## src/rtl/mips_cpu_mem_ctrl.sv

```systemverilog
// mips_cpu_mem_ctrl
// -----------------
// Bridges the CPU's byte-addressed, waitrequest-style memory port to a
// word-addressed mips_cpu_RAM with a one-cycle registered read.
//   - Reads take two cycles: address is issued, then data is returned.
//   - Full-word writes complete in one cycle.
//   - Partial writes use a read-modify-write and take two cycles.
//   - Requests that are misaligned or outside the RAM complete at once
//     with cpu_error and never touch the RAM.
//
// Ports
//   clk, reset          : clock, synchronous active-high reset
//   cpu_address         : CPU byte address
//   cpu_read/cpu_write  : CPU request strobes (both high = write + error)
//   cpu_byteenable      : write lane enables (bit i -> bits 8i+7:8i)
//   cpu_writedata       : CPU write data
//   cpu_readdata        : read data, non-zero only on a read completion
//   cpu_waitrequest     : high while the current request is not complete
//   cpu_error           : one-cycle pulse on a faulting completion
//   ram_address         : RAM word index (byte address >> 2)
//   ram_read/ram_write  : RAM strobes (never both in one cycle)
//   ram_writedata       : RAM write data
//   ram_readdata        : RAM read data, valid one cycle after the address
module mips_cpu_mem_ctrl #(
  parameter int RAM_WORDS = 4096
) (
  input  logic        clk,
  input  logic        reset,
  input  logic [31:0] cpu_address,
  input  logic        cpu_read,
  input  logic        cpu_write,
  input  logic [3:0]  cpu_byteenable,
  input  logic [31:0] cpu_writedata,
  output logic [31:0] cpu_readdata,
  output logic        cpu_waitrequest,
  output logic        cpu_error,
  output logic [31:0] ram_address,
  output logic        ram_write,
  output logic        ram_read,
  output logic [31:0] ram_writedata,
  input  logic [31:0] ram_readdata
);

  localparam logic [1:0] IDLE = 2'd0;
  localparam logic [1:0] RD   = 2'd1;
  localparam logic [1:0] RMW  = 2'd2;

  localparam logic [31:0] RAM_WORDS_W = 32'(RAM_WORDS);

  logic [1:0]  state_reg, state_next;
  logic [31:0] addr_reg;
  logic [31:0] wdata_reg;
  logic [3:0]  be_reg;
  logic        both_reg;
  logic        latch_en;

  logic [31:0] word_idx;
  logic        req;
  logic        fault;
  logic [31:0] merged;

  assign word_idx = {2'b00, cpu_address[31:2]};
  assign req      = cpu_read | cpu_write;
  assign fault    = (cpu_address[1:0] != 2'b00) || (word_idx >= RAM_WORDS_W);

  // Read-modify-write merge: enabled lanes come from the latched CPU data,
  // the rest from the word just read back from RAM.
  genvar gi;
  generate
    for (gi = 0; gi < 4; gi++) begin : g_lane
      assign merged[8*gi +: 8] = be_reg[gi] ? wdata_reg[8*gi +: 8]
                                            : ram_readdata[8*gi +: 8];
    end
  endgenerate

  // Outputs are decoded from state and the live request so that single-cycle
  // completions (full write, null write, fault) need no extra register stage.
  always_comb begin
    state_next      = state_reg;
    latch_en        = 1'b0;
    cpu_readdata    = 32'd0;
    cpu_waitrequest = 1'b0;
    cpu_error       = 1'b0;
    ram_address     = 32'd0;
    ram_read        = 1'b0;
    ram_write       = 1'b0;
    ram_writedata   = 32'd0;

    if (reset) begin
      // Hold the CPU off and keep the RAM quiet for the whole reset window,
      // which also aborts an in-flight RMW before its write is issued.
      cpu_waitrequest = 1'b1;
    end else begin
      case (state_reg)
        IDLE: begin
          if (req) begin
            if (fault) begin
              cpu_error = 1'b1;
            end else if (cpu_write) begin
              cpu_error = cpu_read;
              if (cpu_byteenable == 4'hF) begin
                ram_write     = 1'b1;
                ram_address   = word_idx;
                ram_writedata = cpu_writedata;
              end else if (cpu_byteenable != 4'h0) begin
                // Error (for read+write) is reported on the RMW completion.
                cpu_error       = 1'b0;
                ram_read        = 1'b1;
                ram_address     = word_idx;
                cpu_waitrequest = 1'b1;
                latch_en        = 1'b1;
                state_next      = RMW;
              end
            end else begin
              ram_read        = 1'b1;
              ram_address     = word_idx;
              cpu_waitrequest = 1'b1;
              latch_en        = 1'b1;
              state_next      = RD;
            end
          end
        end
        RD: begin
          ram_address  = addr_reg;
          cpu_readdata = ram_readdata;
          state_next   = IDLE;
        end
        RMW: begin
          ram_write     = 1'b1;
          ram_address   = addr_reg;
          ram_writedata = merged;
          cpu_error     = both_reg;
          state_next    = IDLE;
        end
        default: begin
          state_next = IDLE;
        end
      endcase
    end
  end

  always_ff @(posedge clk) begin
    if (reset) begin
      state_reg <= IDLE;
      addr_reg  <= 32'd0;
      wdata_reg <= 32'd0;
      be_reg    <= 4'd0;
      both_reg  <= 1'b0;
    end else begin
      state_reg <= state_next;
      if (latch_en) begin
        addr_reg  <= word_idx;
        wdata_reg <= cpu_writedata;
        be_reg    <= cpu_byteenable;
        both_reg  <= cpu_read & cpu_write;
      end
    end
  end

endmodule

```

## config.mk

```make
export PLATFORM = sky130hd
export DESIGN_NAME = mips_cpu_mem_ctrl
export DESIGN_NICKNAME = d
export VERILOG_FILES = /design/src/rtl/mips_cpu_mem_ctrl.sv
export SDC_FILE = /design/constraint.sdc
export NUM_CORES = 1
export LEC_CHECK = 0
export CAP_MARGIN = 10
export CORE_MARGIN = 3
export CORE_UTILIZATION = 39
export DETAILED_ROUTE_END_ITERATION = 7
export PLACE_DENSITY = 0.82
export SYNTH_ARGS = -nofsm -noshare
export SYNTH_HDL_FRONTEND = slang
export SYNTH_SLANG_ARGS = --single-unit
```

## constraint.sdc

```tcl
create_clock -name clk -period 2.94 [get_ports clk]
set_input_delay 0.735 -clock clk [delete_from_list [all_inputs] [get_ports clk]]
set_output_delay 0.735 -clock clk [all_outputs]
set_load 0.02 [all_outputs]
```

Word-level counts from Yosys, hierarchy flattened
Index checks and enable logic that the tools add are counted.

word-level totals
  register bits after elaboration = 69
  output and inout port bits = 100
  bits of input ports = 104
  word-level logic and storage cells = 65

cells by class
  muxes and demuxes = 43
  bitwise logic cells = 4
  equality and inequality tests = 5
  order comparisons = 1
  reduce and logical (&&, ||, !) cells = 7

operators by type and width
  cell                                                                                    number
  32-bit 2-to-1 mux                                                                       11
  32-bit one-hot mux with 2 select lines                                                  2
  30-bit 2-to-1 mux                                                                       2
  8-bit 2-to-1 mux                                                                        4
  30-bit by 13-bit greater-or-equal comparator with 1-bit output (second input constant)  1
  1-bit 2-to-1 mux                                                                        19
  2-bit 2-to-1 mux                                                                        3
  4-bit == test (second input constant)                                                   1
  1-bit one-hot mux with 2 select lines                                                   2
  4-bit AND reduction                                                                     1
  4-bit nonzero test                                                                      1
  2-bit OR reduction                                                                      2
  2-bit by 1-bit == test with 1-bit output (second input constant)                        1
  2-bit == test (second input constant)                                                   1
  2-bit zero test                                                                         1
  2-bit by 1-bit != test with 1-bit output (second input constant)                        1
  2-bit != test (second input constant)                                                   1
  1-bit inverter                                                                          2
  2-bit nonzero test                                                                      1
  1-bit AND                                                                               1
  1-bit logical OR                                                                        1
  1-bit bitwise OR                                                                        1

Depth between registers and ports, before layout
  depth after elaboration = 8
  depth in mapped cells = 9
  depth with buffers taken out = 6

Worst setup path before layout
OpenSTA, ideal clock, no wires.

  kind = in2out
  start point = input cpu_address[20]
  end point = output ram_address[10]
  data arrival time = 2.176 ns
  stages on the path = 6
  buffers on the path = 2
  path slack = 0.029 ns
  required time = 2.205 ns
  path through = nor4_1 -> and3_1 -> buf_4 -> o2111ai_1 -> clkbuf_1 -> o21ai_0

between the ends
  cells in the longest elaborated chain, start to end = 6

ends and longest elaborated chain
  item                                                            line  text
  start, declared                                                 29    input logic [31:0] cpu_address,
  30-bit by 13-bit greater-or-equal comparator with 1-bit output  64    assign fault = (cpu_address[1:0] != 2'b00) || (word_idx >= RAM_WORDS_W);
  1-bit logical OR                                                64
  32-bit 2-to-1 mux                                               97    if (fault) begin
  32-bit 2-to-1 mux                                               96    if (req) begin
  32-bit one-hot mux with 2 select lines                          94    case (state_reg)
  32-bit 2-to-1 mux                                               89    if (reset) begin
  end, declared                                                   37    output logic [31:0] ram_address,

No other way between the ends.

Worst setup path in the final report
  start point = input cpu_byteenable[0]
  end point = output ram_writedata[2]

between the ends
  cells in the longest elaborated chain, start to end = 7

ends and longest elaborated chain
  item                                    line  text
  start, declared                         32    input logic [3:0] cpu_byteenable,
  4-bit == test                           101   if (cpu_byteenable == 4'hF) begin
  32-bit 2-to-1 mux                       101
  32-bit 2-to-1 mux                       99    end else if (cpu_write) begin
  32-bit 2-to-1 mux                       97
  32-bit 2-to-1 mux                       96
  32-bit one-hot mux with 2 select lines  94
  32-bit 2-to-1 mux                       89
  end, declared                           40    output logic [31:0] ram_writedata,

No other way between the ends.

==> results.cfg <==
[run_status]
status = finished with violations
violations = setup timing

[critical_path]
crit_path_frequent_cell = buf_6
reg2reg_slack_ns = 0.80
slowest_stage = clkdlybuf4s15_1
end_kind = output pin
timing.critical_path.from = cpu_byteenable[0]
cpPeakStageDelay_ns = 0.25
critical_path.cell_chain = clkdlybuf4s15_1, nand4_1, nor2_4, and3_4, buf_6, buf_16, a32o_2, buf_6
cp-start-kind = primary input
cp-endpoint = ram_writedata[2]
path_class = primary input to output pin
r2r-end = addr_reg[16]
r2r_cells = 11
crit_fanout = 8
crit_required_ns = 2.20
worstReg2RegStart = state_reg[1]
arrival_ns = 2.22

[yosys]
yosysSeqAreaShare_pct = 30.68
synth_top_area_share_pct = 30.68
avgSynthCellArea_um2 = 8.559
ys.flop_type = dfxtp_1
syn-instance-count = 526
yosysMostFrequentCell = nand2b_1
syn_area_mm2 = 0.004502
yosys_warnings = 0
synth-seq-cells = 69
synth_edf_count = 0
synth_common_cells = nand2b_1 (99), mux2i_1 (80), dfxtp_1 (69)
ys_types = 40
synth_area_leaders = dfxtp_1 (31%), mux2i_1 (18%), nand2b_1 (14%)
synth_top_area_cell = dfxtp_1
async_flop_share_pct = 0

[flow_run]
drv_cap = 0

[power_and_ir_drop]
leakagePower_nw = 3.406
p_clk_share_pct = 48.0
comb_power_share_pct = 14.0
p_total_mw = 2.458
switching_share_pct = 23.45
power_frac_seq_pct = 38.0
switching_power_mw = 0.5765
powerDensity_mw_per_mm2 = 329.3
vdd_drop_max_v = 0.0002961
cell_internal_pwr_mw = 1.881

[sta]
finalMaxSlewViolations = 0
hold_viol_final = 0
fin_crit_ns = 2.953
finalClockSkew_ns = 0.01129
tightest_slew_ns = 0.5289
fmax_mhz = 338.6
rsz0062_at_grt = true
fin_crit_sh_pct = 100.4
slew-limit-headroom_pct = 64.69
setup_violations = 7
fin_ws_ns = -0.01296

[detailed_routing]
wl_per_cell_um = 17.14
ant_nets = 0
drt_wl_total_mm = 15.35
via_per_inst = 5.230
first_iter_violations = 251
drc = 0
vias = 4686
first_pass_iters = 4

[die]
die-height_um = 113.4
rows = 38
die_area_mm2 = 0.01287
core-area_mm2 = 0.01108
num_io_pins = 204
initial_core_util_pct = 40.64
dieWidth_um = 113.4

[clock_network]
root_buffer = clkbuf_16
cts_buffers = 9
cts.sinks = 69
clk_latency_ns = 0.33
path_clk_slew_ns = 0.06
cts_tree = built
cts_buffer_depth = 2
cts-hold-fix-buffers = 0
htreeDepth = 3

[cells_and_area]
n_antenna_cell = 0
nFillCells = 846
largest_reg_flops = 32
drive_gt1_share_pct = 25.13
final_cells = 896
synthToLayoutAreaGrowth_pct = 65.79
final_util_pct = 67.37
nets = 859

[global_routing]
antenna_found_initial = 0
globalRoute.totalOverflow = 0
grt_max_degree = 45
grt_usage_pct = 23.21
grt_pass1_wl_mm = 24.45
use_met3_pct = 6.260
met1_usage_pct = 28.26
met2_usage_pct = 38.94
grt_pass1_vias = 4860
gr-max-usage-layer = met2

[min_path]
hold_path.class = flip-flop to flip-flop

[placement]
dp_slack_ns = -0.8398
dp.cells = 853
portBuffers = 201
dpl.hpwl_mm = 10.27
place_congestion = 0.8346
[area by class of cell]
cell class	count	area, µm²	area share (%)
clock buffers	9	225.2	3.018
clock inverters	7	98.84	1.324
flip-flops and latches	69	1381	18.51
inverters	5	18.77	0.2515
repair buffers	266	2574	34.48
multi-input cells	400	2990	40.07
well taps	140	175.2	2.347
[cells by family (layout without fill, tap and decap cells)]
| group | count (synthesis) | in the layout | synth area share [%] |
|---|---|---|---|
| adders and majority gates | 4 | 4 | 1.112 |
| buffers and inverters | 58 | 287 | 6.531 |
| DFF | 69 | 69 | 30.68 |
| and+or+nand+nor | 257 | 257 | 33.05 |
| muxes | 80 | 80 | 17.79 |
| AOI/OAI and AO/OA | 57 | 57 | 10.76 |
| other | 1 | 2 | 0.08330 |
[per-layer routing]
layer  part of all wire [%]  routed length (µm)
met5                      0                   0
met1                     40                6160
met2                     49                7507
met3                    7.8                1202
met4                    3.1                 483
[worst max-delay path: cells and delay by family]
family	cells	cell delay (ns)
AOI/OAI and AO/OA	1	0.18
buffers and inverters	4	0.65
and+or+nand+nor	3	0.65
[cell usage in the layout (no fill, tap or decap), types with 2 or more instances in the layout]
cell	netlist	final
dfxtp_1	69	69
nor3_1	2	2
dlymetal6s2s_1	0	22
buf_16	0	3
nand2b_1	99	98
o21ai_0	12	10
clkdlybuf4s50_1	0	104
inv_1	5	4
o211ai_1	2	2
buf_12	2	5
clkinv_4	0	2
clkbuf_2	0	8
clkbuf_16	0	9
dlygate4sd2_1	0	4
buf_2	5	24
o21ai_1	0	2
a32o_1	32	10
nor2_2	0	2
clkdlybuf4s15_1	0	5
and3_4	0	3
a32o_2	0	22
and2_1	50	50
buf_4	5	52
nand3_1	15	14
bufinv_16	0	2
buf_6	1	39
nor4_4	1	5
mux2i_1	80	80
nor2_1	38	35
nand2_1	15	15
and3_1	23	19
nand3b_1	2	2
ha_1	4	4
conb_1	1	2
o31ai_1	3	2
[through the flow]
| stage | cell area (µm²) | hold WS [ns] | TNS [ns] |
|---|---|---|---|
| floorplan | 4506 | 0.4210 | 0 |
| global placement | 6769 | 0.4335 | -33.76 |
| detailed placement | 6769 | 0.4379 | -36.54 |
| CTS | 7351 | 0.4549 | 0 |
| global route | 7463 | 0.4739 | -0.9133 |
| finish | 7463 | 0.4555 | -0.04401 |
[what timing repair did]
item,CTS,global route
cloned,4,0
buffers inserted,19,5
pin swaps,38,16
resized for setup,354,67
endpoints found under the setup margin,53,71
[worst min path at each step]
stage	startpoint	to	depth (start not counted)
global placement	addr_reg[26]	addr_reg[26]	1
floorplan	addr_reg[12]	addr_reg[12]	1
CTS	addr_reg[20]	addr_reg[20]	1
detailed placement	addr_reg[21]	addr_reg[21]	1
finish	addr_reg[13]	addr_reg[13]	1
global route	addr_reg[24]	addr_reg[24]	1
[power by group through the flow]
stage | Combinational (mW) | Sequential [mW] | Clock [mW]
after global routing | 0.371 | 0.934 | 1.23
final | 0.344 | 0.935 | 1.18
after CTS | 0.336 | 0.935 | 1.20
after global placement | 0.318 | 0.956 | 0
after floorplan | 0.113 | 0.956 | 0
after detailed placement | 0.327 | 0.956 | 0
Power figures use the tool's default switching activity.
